`config.mk`:
```
export PLATFORM = sky130hd
export DESIGN_NAME = sync_fifo_prog_flat
export DESIGN_NICKNAME = d
export VERILOG_FILES = /design/src/rtl/sync_fifo_prog_pkg.sv /design/src/rtl/sync_fifo_prog_if.sv /design/src/rtl/sync_fifo_prog_mem.sv /design/src/rtl/sync_fifo_prog.sv /design/src/flat_wrapper.sv
export SDC_FILE = /design/constraint.sdc
export NUM_CORES = 1
export LEC_CHECK = 0
export BUFFER_PORTS_ARGS = -buffer_cell sky130_fd_sc_hd__buf_2
export CAP_MARGIN = 0
export CORE_MARGIN = 2
export CORE_UTILIZATION = 40
export CTS_BUF_LIST = sky130_fd_sc_hd__clkbuf_8
export DETAILED_ROUTE_END_ITERATION = 16
export PLACE_DENSITY = 0.63
export SETUP_SLACK_MARGIN = 0.2
export SLEW_MARGIN = 10
export SYNTH_ARGS = -nofsm -noshare
export SYNTH_HDL_FRONTEND = slang
export SYNTH_HIERARCHICAL = 1
export SYNTH_SLANG_ARGS = --single-unit
```
`constraint.sdc`:
```
create_clock -name clk -period 3.6 [get_ports clk]
set_input_delay 0.72 -clock clk [delete_from_list [all_inputs] [get_ports clk]]
set_output_delay 0.72 -clock clk [all_outputs]
set_load 0.02 [all_outputs]
```
`src/rtl/sync_fifo_prog_pkg.sv`:
```
// Shared types and helpers for the programmable synchronous FIFO.
package sync_fifo_prog_pkg;

    // Read-port behaviour selected at elaboration time
    typedef enum logic {
        FIFO_STD  = 1'b0,   // registered read, one cycle of latency
        FIFO_FWFT = 1'b1    // head word presented combinationally
    } fifo_mode_e;

    // Sticky error flags, kept together so they update in one place
    typedef struct packed {
        logic ovf;
        logic udf;
    } fifo_err_t;

    // Advance a circular pointer, wrapping from depth-1 back to zero
    function automatic int unsigned ptr_inc(input int unsigned ptr, input int unsigned depth);
        return (ptr >= depth - 1) ? 0 : ptr + 1;
    endfunction

endpackage

```
`src/rtl/sync_fifo_prog_if.sv`:
```
// Producer/consumer-facing bundle of the programmable FIFO.
// master = the block driving requests and thresholds, slave = the FIFO itself.
interface sync_fifo_prog_if
    import sync_fifo_prog_pkg::*;
#(
    parameter int DATA_W = 8,
    parameter int DEPTH  = 16
);
    localparam int AW = $clog2(DEPTH);

    // Requests and configuration
    logic              i_wren;
    logic [DATA_W-1:0] i_wrdata;
    logic              i_rden;
    logic [AW:0]       i_alm_full_th;
    logic [AW:0]       i_alm_empty_th;
    logic              i_clr_err;

    // Data and status
    logic [DATA_W-1:0] o_rddata;
    logic              o_rd_valid;
    logic [AW:0]       o_count;
    logic              o_empty;
    logic              o_full;
    logic              o_alm_empty;
    logic              o_alm_full;
    logic              o_overflow;
    logic              o_underflow;

    modport master (
        output i_wren, i_wrdata, i_rden, i_alm_full_th, i_alm_empty_th, i_clr_err,
        input  o_rddata, o_rd_valid, o_count, o_empty, o_full,
               o_alm_empty, o_alm_full, o_overflow, o_underflow
    );

    modport slave (
        input  i_wren, i_wrdata, i_rden, i_alm_full_th, i_alm_empty_th, i_clr_err,
        output o_rddata, o_rd_valid, o_count, o_empty, o_full,
               o_alm_empty, o_alm_full, o_overflow, o_underflow
    );

endinterface

```
`src/rtl/sync_fifo_prog_mem.sv`:
```
// Storage for the FIFO: simple dual-port array, synchronous write,
// asynchronous read so the top can either register or forward the head word.
module sync_fifo_prog_mem
    import sync_fifo_prog_pkg::*;
#(
    parameter int DATA_W = 8,
    parameter int DEPTH  = 16
) (
    input  logic                     clk,
    input  logic                     i_wr_en,
    input  logic [$clog2(DEPTH)-1:0] i_wr_addr,
    input  logic [DATA_W-1:0]        i_wr_data,
    input  logic [$clog2(DEPTH)-1:0] i_rd_addr,
    output logic [DATA_W-1:0]        o_rd_data
);

    // Contents are deliberately not reset; occupancy is tracked by the pointers
    logic [DATA_W-1:0] r_mem [DEPTH];

    // Store an accepted write word
    always_ff @(posedge clk) begin
        if (i_wr_en) begin
            r_mem[i_wr_addr] <= i_wr_data;
        end
    end

    assign o_rd_data = r_mem[i_rd_addr];

endmodule

```
`src/rtl/sync_fifo_prog.sv`:
```
// Programmable single-clock FIFO: pointer/occupancy control, threshold flags,
// sticky error flags and a standard or first-word-fall-through read stage.
module sync_fifo_prog
    import sync_fifo_prog_pkg::*;
#(
    parameter int DATA_W = 8,
    parameter int DEPTH  = 16,
    parameter int FWFT   = 0
) (
    input  logic             clk,
    input  logic             rstn,
    sync_fifo_prog_if.slave  fifo_if
);

    localparam int          AW        = $clog2(DEPTH);
    localparam fifo_mode_e  MODE      = (FWFT != 0) ? FIFO_FWFT : FIFO_STD;
    localparam logic [AW:0] DEPTH_CNT = (AW + 1)'(DEPTH);

    // Registered state
    logic [AW-1:0]     r_wr_ptr;
    logic [AW-1:0]     r_rd_ptr;
    logic [AW:0]       r_count;
    fifo_err_t         r_err;

    // Combinational helpers
    logic              w_empty;
    logic              w_full;
    logic              w_rd_acc;
    logic              w_wr_acc;
    logic [AW-1:0]     w_wr_ptr_next;
    logic [AW-1:0]     w_rd_ptr_next;
    logic [AW:0]       w_count_next;
    fifo_err_t         w_err_next;
    logic [DATA_W-1:0] w_mem_rdata;

    // Status derives from the registered count, so flags move one cycle after an op
    assign w_empty = (r_count == '0);
    assign w_full  = (r_count == DEPTH_CNT);

    // A read is honoured only when data exists; a write into a full FIFO is
    // honoured only if a read frees a slot in the same cycle. No empty bypass.
    assign w_rd_acc = fifo_if.i_rden & ~w_empty;
    assign w_wr_acc = fifo_if.i_wren & (~w_full | w_rd_acc);

    sync_fifo_prog_mem #(
        .DATA_W (DATA_W),
        .DEPTH  (DEPTH)
    ) u_mem (
        .clk       (clk),
        .i_wr_en   (w_wr_acc),
        .i_wr_addr (r_wr_ptr),
        .i_wr_data (fifo_if.i_wrdata),
        .i_rd_addr (r_rd_ptr),
        .o_rd_data (w_mem_rdata)
    );

    // Next pointer, occupancy and error values
    always_comb begin
        w_wr_ptr_next = r_wr_ptr;
        w_rd_ptr_next = r_rd_ptr;
        w_count_next  = r_count;
        w_err_next    = r_err;

        if (w_wr_acc) begin
            w_wr_ptr_next = AW'(ptr_inc(32'(r_wr_ptr), DEPTH));
        end
        if (w_rd_acc) begin
            w_rd_ptr_next = AW'(ptr_inc(32'(r_rd_ptr), DEPTH));
        end

        if (w_wr_acc && !w_rd_acc) begin
            w_count_next = r_count + 1'b1;
        end else if (w_rd_acc && !w_wr_acc) begin
            w_count_next = r_count - 1'b1;
        end

        // Clearing drops old errors, but an error in the same cycle still latches
        if (fifo_if.i_clr_err) begin
            w_err_next = '0;
        end
        if (fifo_if.i_wren && !w_wr_acc) begin
            w_err_next.ovf = 1'b1;
        end
        if (fifo_if.i_rden && !w_rd_acc) begin
            w_err_next.udf = 1'b1;
        end
    end

    // Control state register with synchronous active-low reset
    always_ff @(posedge clk) begin
        if (!rstn) begin
            r_wr_ptr <= '0;
            r_rd_ptr <= '0;
            r_count  <= '0;
            r_err    <= '0;
        end else begin
            r_wr_ptr <= w_wr_ptr_next;
            r_rd_ptr <= w_rd_ptr_next;
            r_count  <= w_count_next;
            r_err    <= w_err_next;
        end
    end

    // Status outputs; thresholds are compared unsigned with no clamping
    assign fifo_if.o_count     = r_count;
    assign fifo_if.o_empty     = w_empty;
    assign fifo_if.o_full      = w_full;
    assign fifo_if.o_alm_empty = (r_count <= fifo_if.i_alm_empty_th);
    assign fifo_if.o_alm_full  = (r_count >= fifo_if.i_alm_full_th);
    assign fifo_if.o_overflow  = r_err.ovf;
    assign fifo_if.o_underflow = r_err.udf;

    generate
        if (MODE == FIFO_FWFT) begin : g_fwft
            // Head word is always presented; a read pops what is shown
            assign fifo_if.o_rddata   = w_mem_rdata;
            assign fifo_if.o_rd_valid = ~w_empty;
        end else begin : g_std
            logic [DATA_W-1:0] r_rddata;
            logic              r_rd_valid;

            // Capture the popped word; hold it until the next accepted read
            always_ff @(posedge clk) begin
                if (!rstn) begin
                    r_rddata   <= '0;
                    r_rd_valid <= 1'b0;
                end else begin
                    r_rd_valid <= w_rd_acc;
                    if (w_rd_acc) begin
                        r_rddata <= w_mem_rdata;
                    end
                end
            end

            assign fifo_if.o_rddata   = r_rddata;
            assign fifo_if.o_rd_valid = r_rd_valid;
        end
    endgenerate

endmodule

```
`src/flat_wrapper.sv`:
```
// flat-port wrapper written by rule: the top's interface ports become plain ports
module sync_fifo_prog_flat import sync_fifo_prog_pkg::*;
#(
    parameter int DATA_W = 8,
    parameter int DEPTH  = 16,
    parameter int FWFT   = 0
)
  (clk, rstn, fifo_if_i_wren, fifo_if_i_wrdata, fifo_if_i_rden, fifo_if_i_alm_full_th, fifo_if_i_alm_empty_th, fifo_if_i_clr_err, fifo_if_o_rddata, fifo_if_o_rd_valid, fifo_if_o_count, fifo_if_o_empty, fifo_if_o_full, fifo_if_o_alm_empty, fifo_if_o_alm_full, fifo_if_o_overflow, fifo_if_o_underflow);
  sync_fifo_prog_if #(.DATA_W(DATA_W), .DEPTH(DEPTH)) fifo_if_i ();
  input  logic clk;
  input  logic rstn;
  input wire logic [$bits(fifo_if_i.i_wren)-1:0] fifo_if_i_wren;
  input wire logic [$bits(fifo_if_i.i_wrdata)-1:0] fifo_if_i_wrdata;
  input wire logic [$bits(fifo_if_i.i_rden)-1:0] fifo_if_i_rden;
  input wire logic [$bits(fifo_if_i.i_alm_full_th)-1:0] fifo_if_i_alm_full_th;
  input wire logic [$bits(fifo_if_i.i_alm_empty_th)-1:0] fifo_if_i_alm_empty_th;
  input wire logic [$bits(fifo_if_i.i_clr_err)-1:0] fifo_if_i_clr_err;
  output wire logic [$bits(fifo_if_i.o_rddata)-1:0] fifo_if_o_rddata;
  output wire logic [$bits(fifo_if_i.o_rd_valid)-1:0] fifo_if_o_rd_valid;
  output wire logic [$bits(fifo_if_i.o_count)-1:0] fifo_if_o_count;
  output wire logic [$bits(fifo_if_i.o_empty)-1:0] fifo_if_o_empty;
  output wire logic [$bits(fifo_if_i.o_full)-1:0] fifo_if_o_full;
  output wire logic [$bits(fifo_if_i.o_alm_empty)-1:0] fifo_if_o_alm_empty;
  output wire logic [$bits(fifo_if_i.o_alm_full)-1:0] fifo_if_o_alm_full;
  output wire logic [$bits(fifo_if_i.o_overflow)-1:0] fifo_if_o_overflow;
  output wire logic [$bits(fifo_if_i.o_underflow)-1:0] fifo_if_o_underflow;
  assign fifo_if_i.i_wren = fifo_if_i_wren;
  assign fifo_if_i.i_wrdata = fifo_if_i_wrdata;
  assign fifo_if_i.i_rden = fifo_if_i_rden;
  assign fifo_if_i.i_alm_full_th = fifo_if_i_alm_full_th;
  assign fifo_if_i.i_alm_empty_th = fifo_if_i_alm_empty_th;
  assign fifo_if_i.i_clr_err = fifo_if_i_clr_err;
  assign fifo_if_o_rddata = fifo_if_i.o_rddata;
  assign fifo_if_o_rd_valid = fifo_if_i.o_rd_valid;
  assign fifo_if_o_count = fifo_if_i.o_count;
  assign fifo_if_o_empty = fifo_if_i.o_empty;
  assign fifo_if_o_full = fifo_if_i.o_full;
  assign fifo_if_o_alm_empty = fifo_if_i.o_alm_empty;
  assign fifo_if_o_alm_full = fifo_if_i.o_alm_full;
  assign fifo_if_o_overflow = fifo_if_i.o_overflow;
  assign fifo_if_o_underflow = fifo_if_i.o_underflow;
  sync_fifo_prog #(.DATA_W(DATA_W), .DEPTH(DEPTH), .FWFT(FWFT)) u_core (.clk(clk), .rstn(rstn), .fifo_if(fifo_if_i));
endmodule
```
# == Word level (Yosys, flattened, before mapping) ==
# Memory sizes are Yosys's and may differ from the RTL's. A register that Yosys moved wholly into a read port is not among the register bits.
# Index checks and enable logic that the tools add are counted.
# totals
ff_bits,16
ram_bits,128
inputBits,23
word_cells,41
mem_count,1
# op_classes
addsub,4
n_lt_le_gt_ge,4
eq_ne,1
mux,9
n_bitwise,5
reduce_logical,11
# memory_table
name,depth,word_bits,rd,rd_clocked_by_memory_dff,wr,line,rtl
u_core.u_mem.r_mem,16,8,1,1,1,sync_fifo_prog_mem.sv:18,logic [DATA_W-1:0] r_mem [DEPTH];
# ops
cell,n
$mux 5,2
$add 4x1->4 const B,2
$ge 4x4->1 const B,2
$mux 4,2
$reduce_bool 2->1,3
$add 5x1->5 const B,1
$eq 5x5->1 const B,1
$ge 5x5->1,1
$le 5x5->1,1
$logic_not 5->1,1
$sub 5x1->5 const B,1
$logic_and 1x1->1,4
$mux 1,4
$logic_not 1->1,3
$and 1x1->1,2
$mux 2,1
$not 1->1,2
$or 1x1->1,1

# == Logic depth before layout (Yosys ltp) ==
# Gate-level depths: netlist of the first run.
# logic_depth
depth_word,9
ltp_mapped,11
depth_no_buf,10

# == By module ==
# Netlist of the first run, hierarchy kept.
# modules_own_cells
mod,n_inst,cells_each,area_per_inst_um2,seq_area_each_um2
sync_fifo_prog_mem,1,221,4987.3,3843.7
sync_fifo_prog,1,156,1386.3,480.5

# == Worst setup path after synthesis of the first run ==
# No wires, ideal clock.
# synth_path
path_type,register -> register
from,"register u_core.r_count[1], in the netlist u_core/fifo_if.o_count[1]"
to,"register u_core.r_count[4], in the netlist u_core/fifo_if.o_count[4]"
t_arrival_ps,2732
required_ps,3528
path_slack_ps,796
stages_incl_launch_ff,12
path_buffers,1
period_less_slack_ps,2804
path_cell_list,dfxtp_1 -> or4_1 -> buf_2 -> o31ai_4 -> inv_1 -> ha_1 -> inv_1 -> ha_1 -> a21oi_1 -> a211oi_1 -> a31oi_1 -> mux2i_1
# synth_via
elab_chain_cells,8
word_cells_on_any_way,16
# synth_lines
item,line,rtl
start: declaration,sync_fifo_prog.sv:22,logic [AW:0] r_count;
start signal: assignment,sync_fifo_prog.sv:99,r_count <= w_count_next;
$logic_not 5->1,sync_fifo_prog.sv:37,assign w_empty = (r_count == '0);
$not 1->1,sync_fifo_prog.sv:42,assign w_rd_acc = fifo_if.i_rden & ~w_empty;
$and 1x1->1,sync_fifo_prog.sv:42,
$or 1x1->1 *,sync_fifo_prog.sv:43,assign w_wr_acc = fifo_if.i_wren & (~w_full | w_rd_acc);
$and 1x1->1 *,sync_fifo_prog.sv:43,
net u_core.w_wr_acc,sync_fifo_prog.sv:29,logic w_wr_acc;
$logic_not 1->1,sync_fifo_prog.sv:73,end else if (w_rd_acc && !w_wr_acc) begin
$logic_and 1x1->1,sync_fifo_prog.sv:73,
$reduce_bool 2->1 (no line),--,
# The timed path passes the listed nets; every way through them passes the cells marked *. The select of a mux whose other input is x is not followed.
# A chain may end at the register's enable or synchronous reset.

# == Worst setup path in the final report of the first run ==
# Ends and elaborated chain as after synthesis.

==> reports/metrics.csv, run 1 <==
stage,metric,value,unit
place,place_inst,633,
routing,drtPass1Iterations,4,
die,start_util,0.406,
clock_network,postCtsSetupBuffers,0,
synthesis,syn_nets,418,
place,dpl.hpwl,7880,µm
critical_path,crit_type,flip-flop to flip-flop,
synthesis,synthArstFlopShare,0,
grt,use_met2,0.249,
clock_network,clock-sinks,152,
grt,grt_max_degree,36,
synthesis,synth-seq-area-share,0.678,
critical_path,critPathMaxStageDelay,0.69,ns
finish,syn2layout_area_growth,13.5,%
clock_network,ctsHoldBuffers,0,
timing,final_max_slew_viol_count,0,
timing,fin_crit_sh,0.866,
die,rows,46,
critical_path,worst_r2r_startpoint,u_core/fifo_if.o_count[1],
critical_path,cp_max_fo,9,
synthesis,post-synth-top-count-cell,edfxtp_1,
routing,via_per_inst,5.26,
die,die_y,130,µm
timing,rsz0062_at_grt,false,
grt,antenna_found_initial,1,
place,gp_congestion,0.726,
timing,clock_skew,0.0115,ns
die,die_w,130,µm
clock_network,clk_latency,0.44,ns
timing,setup_ws,0.481,ns
timing,finalSetupViolCount,0,
die,core-area,15700,µm²
grt,grt_pass1_wl,18400,µm
routing,first_iter_violations,219,
routing,drc,0,
timing,fin_crit,3.12,ns
routing,routed_wl,12600,µm
place,post_dp_cell_area,6850,µm²
finish,multi_input_area,1870,µm²
place,io_buffers,42,
routing,ant_nets,0,
finish,final_nets,477,
critical_path,startpoint_type,flip-flop,
timing,finalSetupTns,0,ns
power_and_ir_drop,powerDensity,606,nW/µm²
synthesis,synth_seq_cells,152,
synthesis,yosys.area.top_type_share,0.603,
finish,fin_area,7230,µm²
clock_network,clk_pin_slew,0.08,ns
finish,fillerInstances,1372,
clock_network,cts.path.max_buffers,2,
finish,antennaDiodeCount,0,
timing,tightest_slew,0.962,ns
timing,clock.fmax,321,MHz
routing,avgRoutedWirePerCell,18.9,µm
routing,vias,3498,
critical_path,crit_chain,or4_1 -> o31ai_4 -> inv_1 -> ha_1 -> inv_1 -> ha_1 -> a21oi_1 -> a211oi_1 -> a31oi_1 -> mux2i_1,
synthesis,synthesis.area,6370,µm²
synthesis,ys_types,43,
grt,top_usage_layer,met2,
grt,grt_usage,0.153,
power_and_ir_drop,power_leakage,2.57,nW
place,pre_cts_slack,0.520,ns
power_and_ir_drop,irDropWorstVdd,0.000511,V
finish,drive_above_1_share,0.243,
grt,grtUsageMet1,0.195,
clock_network,cts.htree.levels,4,
synthesis,yosysWarnings,6,
grt,grt_overflow,0,
clock_network,cts_tree,built,
critical_path,setup.worst_path.end_class,flip-flop,
finish,utilization,0.460,
clock_network,cts_resized,0,
outcome,status,finished clean,
synthesis,synth_commonest_cells,"edfxtp_1 (128), nor2_1 (34), dfxtp_1 (24), nand2_1 (20), mux4_2 (18)",
synthesis,synthCells,377,
critical_path,crit_arrival,3.49,ns
grt,grt_pass1_vias,3364,
die,ios,43,
min_path,min_path_type,flip-flop to flip-flop,
synthesis,yosys-top-cells-area,"edfxtp_1 (60%), dfxtp_1 (7.5%), mux4_2 (6.4%), mux4_1 (5.8%), ha_1 (3.3%)",
timing,slew_headroom,0.356,
clock_network,cts_made_buffers,17,
timing,hold_violations,0,
synthesis,synthFlopType,edfxtp_1,
flow_run,maxCapViolations,0,
finish,ff_latch_area,4330,µm²
critical_path,worstPathRequired,3.97,ns
min_path,min_from,u_core/fifo_if.o_overflow,
finish,stdcell_count,665,
die,die_area,17000,µm²
synthesis,postSynthAreaPerCell,16.9,µm²
clock_network,cts.root.buffer_cell,clkbuf_8,
grt,grt_use_met3,0.0451,
critical_path,slowest_stage,or4_1,
critical_path,cp-startpoint,u_core/fifo_if.o_count[1],
synthesis,yosysTopAreaCell,edfxtp_1,
synthesis,synth_edf_count,128,
-- state kept, by name, indices dropped and copies added (netlist names) --
name / cells
u_core/fifo_if.o_rd_valid: 1
u_core/fifo_if.o_underflow: 1
u_core/fifo_if.o_count: 5
u_core/fifo_if.o_rddata: 8
u_core/r_wr_ptr: 4
u_core/u_mem/r_mem: 128
u_core/r_rd_ptr: 4
u_core/fifo_if.o_overflow: 1
-- power breakdown --
group          switching [mW]  leakage, nW  internal (mW)
Clock                   0.634        0.195          0.617
Combinational           0.583         1.03          0.480
Sequential             0.0729         1.35           1.99
Total                    1.29         2.57           3.09
-- per-layer routing --
metal  vias to the layer above  wire length (µm)
li1                       1600                 -
met1                      1785              5470
met2                        92              6250
met3                        19               610
met4                         2               214
met5                         -                13
-- cells by family after synthesis --
family          Yosys count  synth area share
buf+inv                  31            0.0287
xor+xnor                  4           0.00550
simple gates             83            0.0599
compound gates           46            0.0524
fa+ha+maj                18            0.0365
mux                      43             0.139
flops                   152             0.678
-- cell type report --
type	count	area share
clock buffers	17	0.0324
flip-flops and latches	152	0.598
repair buffers	56	0.0453
multi-input cells	194	0.258
well taps	216	0.0374
clock inverters	15	0.0209
inverters	15	0.00779
-- path summary, 6_finish.rpt --
kind | end | slack [ns] | cells after the start
worst max-delay path | u_core/fifo_if.o_count[4] | 0.48 | 10
worst min-delay path | u_core/fifo_if.o_overflow | 0.48 | 2
worst max register to register | u_core/fifo_if.o_count[4] | 0.48 | 10
worst min register to register | u_core/fifo_if.o_overflow | 0.48 | 2
-- stage by stage --
step | power, mW | hold WS (ns)
after CTS | 4.42 | 0.482
final | 4.38 | 0.479
after global placement | 3.14 | 0.459
after detailed placement | 3.18 | 0.467
after global routing | 4.59 | 0.510
after floorplan | 2.91 | 0.489
-- worst max-delay path, delay by kind of cell, from the launching register on --
| kind | cells | cell delay (ns) |
|---|---|---|
| AO/OA/AOI/OAI | 4 | 0.92 |
| adder cells (fa/ha/maj) | 2 | 0.55 |
| buffers and inverters | 2 | 0.32 |
| flip-flops | 1 | 0.38 |
| multiplexers | 1 | 0.21 |
| AND/OR/NAND/NOR | 1 | 0.69 |
-- placed cells by master (no fill, tap or decap), types with 3 or more instances in the layout --
| cell type | instances |
|---|---|
| nand3_1 | 6 |
| nand2b_1 | 4 |
| a21oi_1 | 12 |
| mux4_1 | 14 |
| nor2b_1 | 3 |
| o21ai_0 | 5 |
| nand2_1 | 20 |
| nand3b_1 | 4 |
| clkinv_4 | 3 |
| nor3_1 | 4 |
| buf_4 | 13 |
| nor2_1 | 34 |
| buf_2 | 42 |
| a21o_1 | 3 |
| dfxtp_1 | 23 |
| mux4_2 | 18 |
| a22oi_1 | 16 |
| mux2i_1 | 11 |
| clkbuf_8 | 17 |
| edfxtp_1 | 128 |
| inv_1 | 16 |
| ha_1 | 17 |
No activity file was read; power rests on OpenSTA's default activity.
==> run 2, diff against run 1 <==
--- a/config.mk
+++ b/config.mk
@@ -5,13 +5,14 @@
 export SDC_FILE = /design/constraint.sdc
 export NUM_CORES = 1
 export LEC_CHECK = 0
+export ABC_AREA = 1
 export BUFFER_PORTS_ARGS = -buffer_cell sky130_fd_sc_hd__buf_2
 export CAP_MARGIN = 0
 export CORE_MARGIN = 2
 export CORE_UTILIZATION = 40
 export CTS_BUF_LIST = sky130_fd_sc_hd__clkbuf_8
 export DETAILED_ROUTE_END_ITERATION = 16
-export PLACE_DENSITY = 0.63
+export PLACE_DENSITY = 0.62
 export SETUP_SLACK_MARGIN = 0.2
 export SLEW_MARGIN = 10
 export SYNTH_ARGS = -nofsm -noshare
==> run 2 against run 1 <==
Flip-flop and latch count is the same. Sequential power is essentially flat. Clock power grew 3%. Cell area grew 7.5%. Routed wire length grew 25%. Via count grew 40%. Clock skew shrank 0.0030 ns. Power grew 11%. Area after synthesis grew 11%. Critical path type is now flip-flop to output pin. Critical endpoint is now fifo_if_o_alm_empty.
==> reports/metrics.csv, run 2 <==
stage,metric,value,unit,change
finish,drive_above_1_share,0.107,,-0.136
die,start_util,0.408,,+0.00213
grt,grt_max_degree,68,,+89%
power_and_ir_drop,power_leakage,3.45,nW,+34%
synthesis,synthCells,745,,+98%
critical_path,setup.worst_path.end_class,output pin,,
power_and_ir_drop,p_int,3.13,mW,+1.3%
clock_network,clock-sinks,152,,unchanged
power_and_ir_drop,clkPwrFrac,0.266,,-0.020
finish,layout_common_cells,"nand2_1 (210), inv_1 (129), edfxtp_1 (128)",,
grt,grt_pass1_vias,4475,,+33%
die,ios,43,,unchanged
timing,finalSetupTns,0,ns,unchanged
die,die_w,137,µm,+5.0%
critical_path,cp_max_fo,6,,-3
grt,antenna_found_initial,0,,-1
die,core-area,17300,µm²,+10%
clock_network,cts.path.max_buffers,2,,unchanged
critical_path,crit_type,flip-flop to output pin,,
clock_network,clk_latency,0.45,ns,about the same
grt,grt_overflow,0,,unchanged
finish,largest_reg_flops,128,,unchanged
synthesis,synthFlopType,edfxtp_1,,
finish,antennaDiodeCount,0,,unchanged
synthesis,synth-seq-area-share,0.613,,-0.0654
routing,avgRoutedWirePerCell,15.4,µm,-19%
finish,final_nets,824,,+73%
timing,finalSetupViolCount,0,,unchanged
clock_network,postCtsSetupBuffers,0,,unchanged
finish,multi_input_area,2040,µm²,+9.1%
synthesis,yosys.area.top_type_share,0.545,,-0.0581
finish,syn2layout_area_growth,10.2,%,
synthesis,yosys-top-cells-area,"edfxtp_1 (54%), nand2_1 (11%), nand3_1 (7.7%), dfxtp_1 (6.8%), inv_1 (6.8%)",,
place,gp_congestion,0.796,,+9.6%
clock_network,cts.root.buffer_cell,clkbuf_8,,
synthesis,synthArstFlopShare,0,,unchanged
clock_network,cts_made_buffers,17,,unchanged
synthesis,post-synth-top-count-cell,nand2_1,,
clock_network,cts_resized,0,,unchanged
power_and_ir_drop,swShare,0.354,,+0.0593
routing,drc,0,,unchanged
timing,fin_crit_sh,0.722,,-0.145
timing,tightest_slew,1.02,ns,+0.0557 ns
routing,routed_wl,15700,µm,+25%
finish,layout_commonest_cell,nand2_1,,
clock_network,cts.htree.levels,4,,unchanged
synthesis,yosysTopAreaCell,edfxtp_1,,
min_path,min_from,u_core/fifo_if.o_overflow,,
routing,via_per_inst,4.79,,-9.0%
critical_path,worst_r2r_startpoint,u_core/fifo_if.o_count[2],,
clock_network,clk_pin_slew,0.07,ns,about the same
critical_path,crit_arrival,1.88,ns,-1.61 ns
outcome,status,finished clean,,
grt,grt_pass1_wl,24300,µm,+32%
routing,drtPass1Iterations,5,,+1
routing,first_iter_violations,439,,+100%
synthesis,synthesis.area,7050,µm²,+11%
synthesis,yosysWarnings,6,,unchanged
finish,ff_latch_area,4330,µm²,unchanged
power_and_ir_drop,irDropWorstVdd,0.000293,V,-43%
power_and_ir_drop,power,4.84,mW,+11%
clock_network,cts_tree,built,,
power_and_ir_drop,p_comb_frac,0.300,,+0.057
synthesis,syn_nets,786,,+88%
finish,fillerInstances,1691,,+23%
flow_run,maxCapViolations,0,,unchanged
routing,vias,4888,,+40%
timing,clock.fmax,385,MHz,+20%
finish,top_register,u_core/u_mem/r_mem,,
timing,fin_crit,2.60,ns,-0.521 ns
place,dpl.hpwl,9940,µm,+26%
critical_path,startpoint_type,flip-flop,,
timing,clock_skew,0.00845,ns,-0.00301 ns
power_and_ir_drop,powerDensity,623,nW/µm²,+2.9%
timing,final_max_slew_viol_count,0,,unchanged
timing,hold_violations,0,,unchanged
synthesis,synth_commonest_cells,"nand2_1 (210), edfxtp_1 (128), inv_1 (128), nand3_1 (109), nor2_1 (51)",,
clock_network,ctsHoldBuffers,0,,unchanged
die,die_area,18700,µm²,+10%
power_and_ir_drop,power_frac_seq,0.434,,-0.038
min_path,min_path_type,flip-flop to flip-flop,,
place,io_buffers,42,,unchanged
routing,ant_nets,0,,unchanged
timing,slew_headroom,0.321,,-0.0358
synthesis,ys_types,31,,-28%
grt,grt_usage,0.177,,+0.0237
synthesis,postSynthAreaPerCell,9.47,µm²,-44%
synthesis,synth_edf_count,128,,unchanged
critical_path,worstPathRequired,2.88,ns,-1.09 ns
timing,rsz0062_at_grt,false,,
die,die_y,137,µm,+5.0%
synthesis,synth_seq_cells,152,,unchanged
die,rows,48,,+4.3%
power_and_ir_drop,p_sw,1.71,mW,+33%
critical_path,cp-startpoint,u_core/fifo_if.o_count[0],,
[run 2: cell count changes after synthesis, moves of 9 or more]
cell     delta
inv_1     +113
mux4_1     -14
nand3_1   +103
mux4_2     -18
o21ai_0     +9
buf_2       +9
nand2_1   +190
mux2i_1    -11
nor2_1     +17
a22oi_1    -16
[run 2: area by class of cell]
type | count | share of cell area
Multi-Input combinational cell | 434 | 0.262
Clock buffer | 17 | 0.0301
Inverter | 132 | 0.0637
Sequential cell | 152 | 0.556
Tap cell | 225 | 0.0362
Timing Repair Buffer | 46 | 0.0309
Clock inverter | 15 | 0.0206
[run 2: power groups by stage]
stage	clock network, mW	registers, mW	logic, mW
final	1.29	2.10	1.45
after CTS	1.32	2.10	1.46
after global routing	1.39	2.12	1.63
after floorplan	0	2.20	1.01
after detailed placement	0	2.14	1.46
after global placement	0	2.14	1.45
[run 2: through the flow]
stage               cells  utilization  hold WS, ns  area (µm²)  setup slack [ns]
floorplan             745            -        0.494        7050             0.911
global placement      989        0.427        0.457        7380             0.888
detailed placement    989        0.427        0.457        7380             0.855
CTS                  1021        0.449        0.470        7770             0.962
global route         1021        0.449        0.492        7770             0.847
finish               1021        0.449        0.464        7770              1.00
[run 2: kinds of logic (layout without fill, tap and decap cells)]
group	count (synthesis)	after routing	synth area share
adder cells (fa/ha/maj)	18	18	0.0330
AND/OR/NAND/NOR	381	381	0.228
flip-flops	152	152	0.613
XOR/XNOR	3	3	0.00373
AO/OA/AOI/OAI	32	32	0.0245
buffers and inverters	159	210	0.0981
[run 2: path summary, 6_finish.rpt]
kind	cells after the start	slack, ns	endpoint
max	7	1.00	fifo_if_o_alm_empty
min	2	0.46	u_core/fifo_if.o_overflow
max reg2reg	13	1.15	u_core/fifo_if.o_count[4]
min reg2reg	2	0.46	u_core/fifo_if.o_overflow
[run 2: layer usage]
metal | part of all wire | global-route usage | vias up
met5 | 0 | 0 | -
met4 | 0.019 | 0.0676 | 0
met2 | 0.47 | 0.277 | 149
met1 | 0.45 | 0.245 | 2251
li1 | - | - | 2467
met3 | 0.057 | 0.0348 | 21
[run 2: worst max-delay path: stages, from the launching register on]
cell and delay [ns]:
dfxtp_1 0.47, inv_1 0.18, ha_1 0.22, o21bai_1 0.13, a21oi_1 0.08, o21ai_0 0.15, nand2_1 0.06, buf_2 0.15
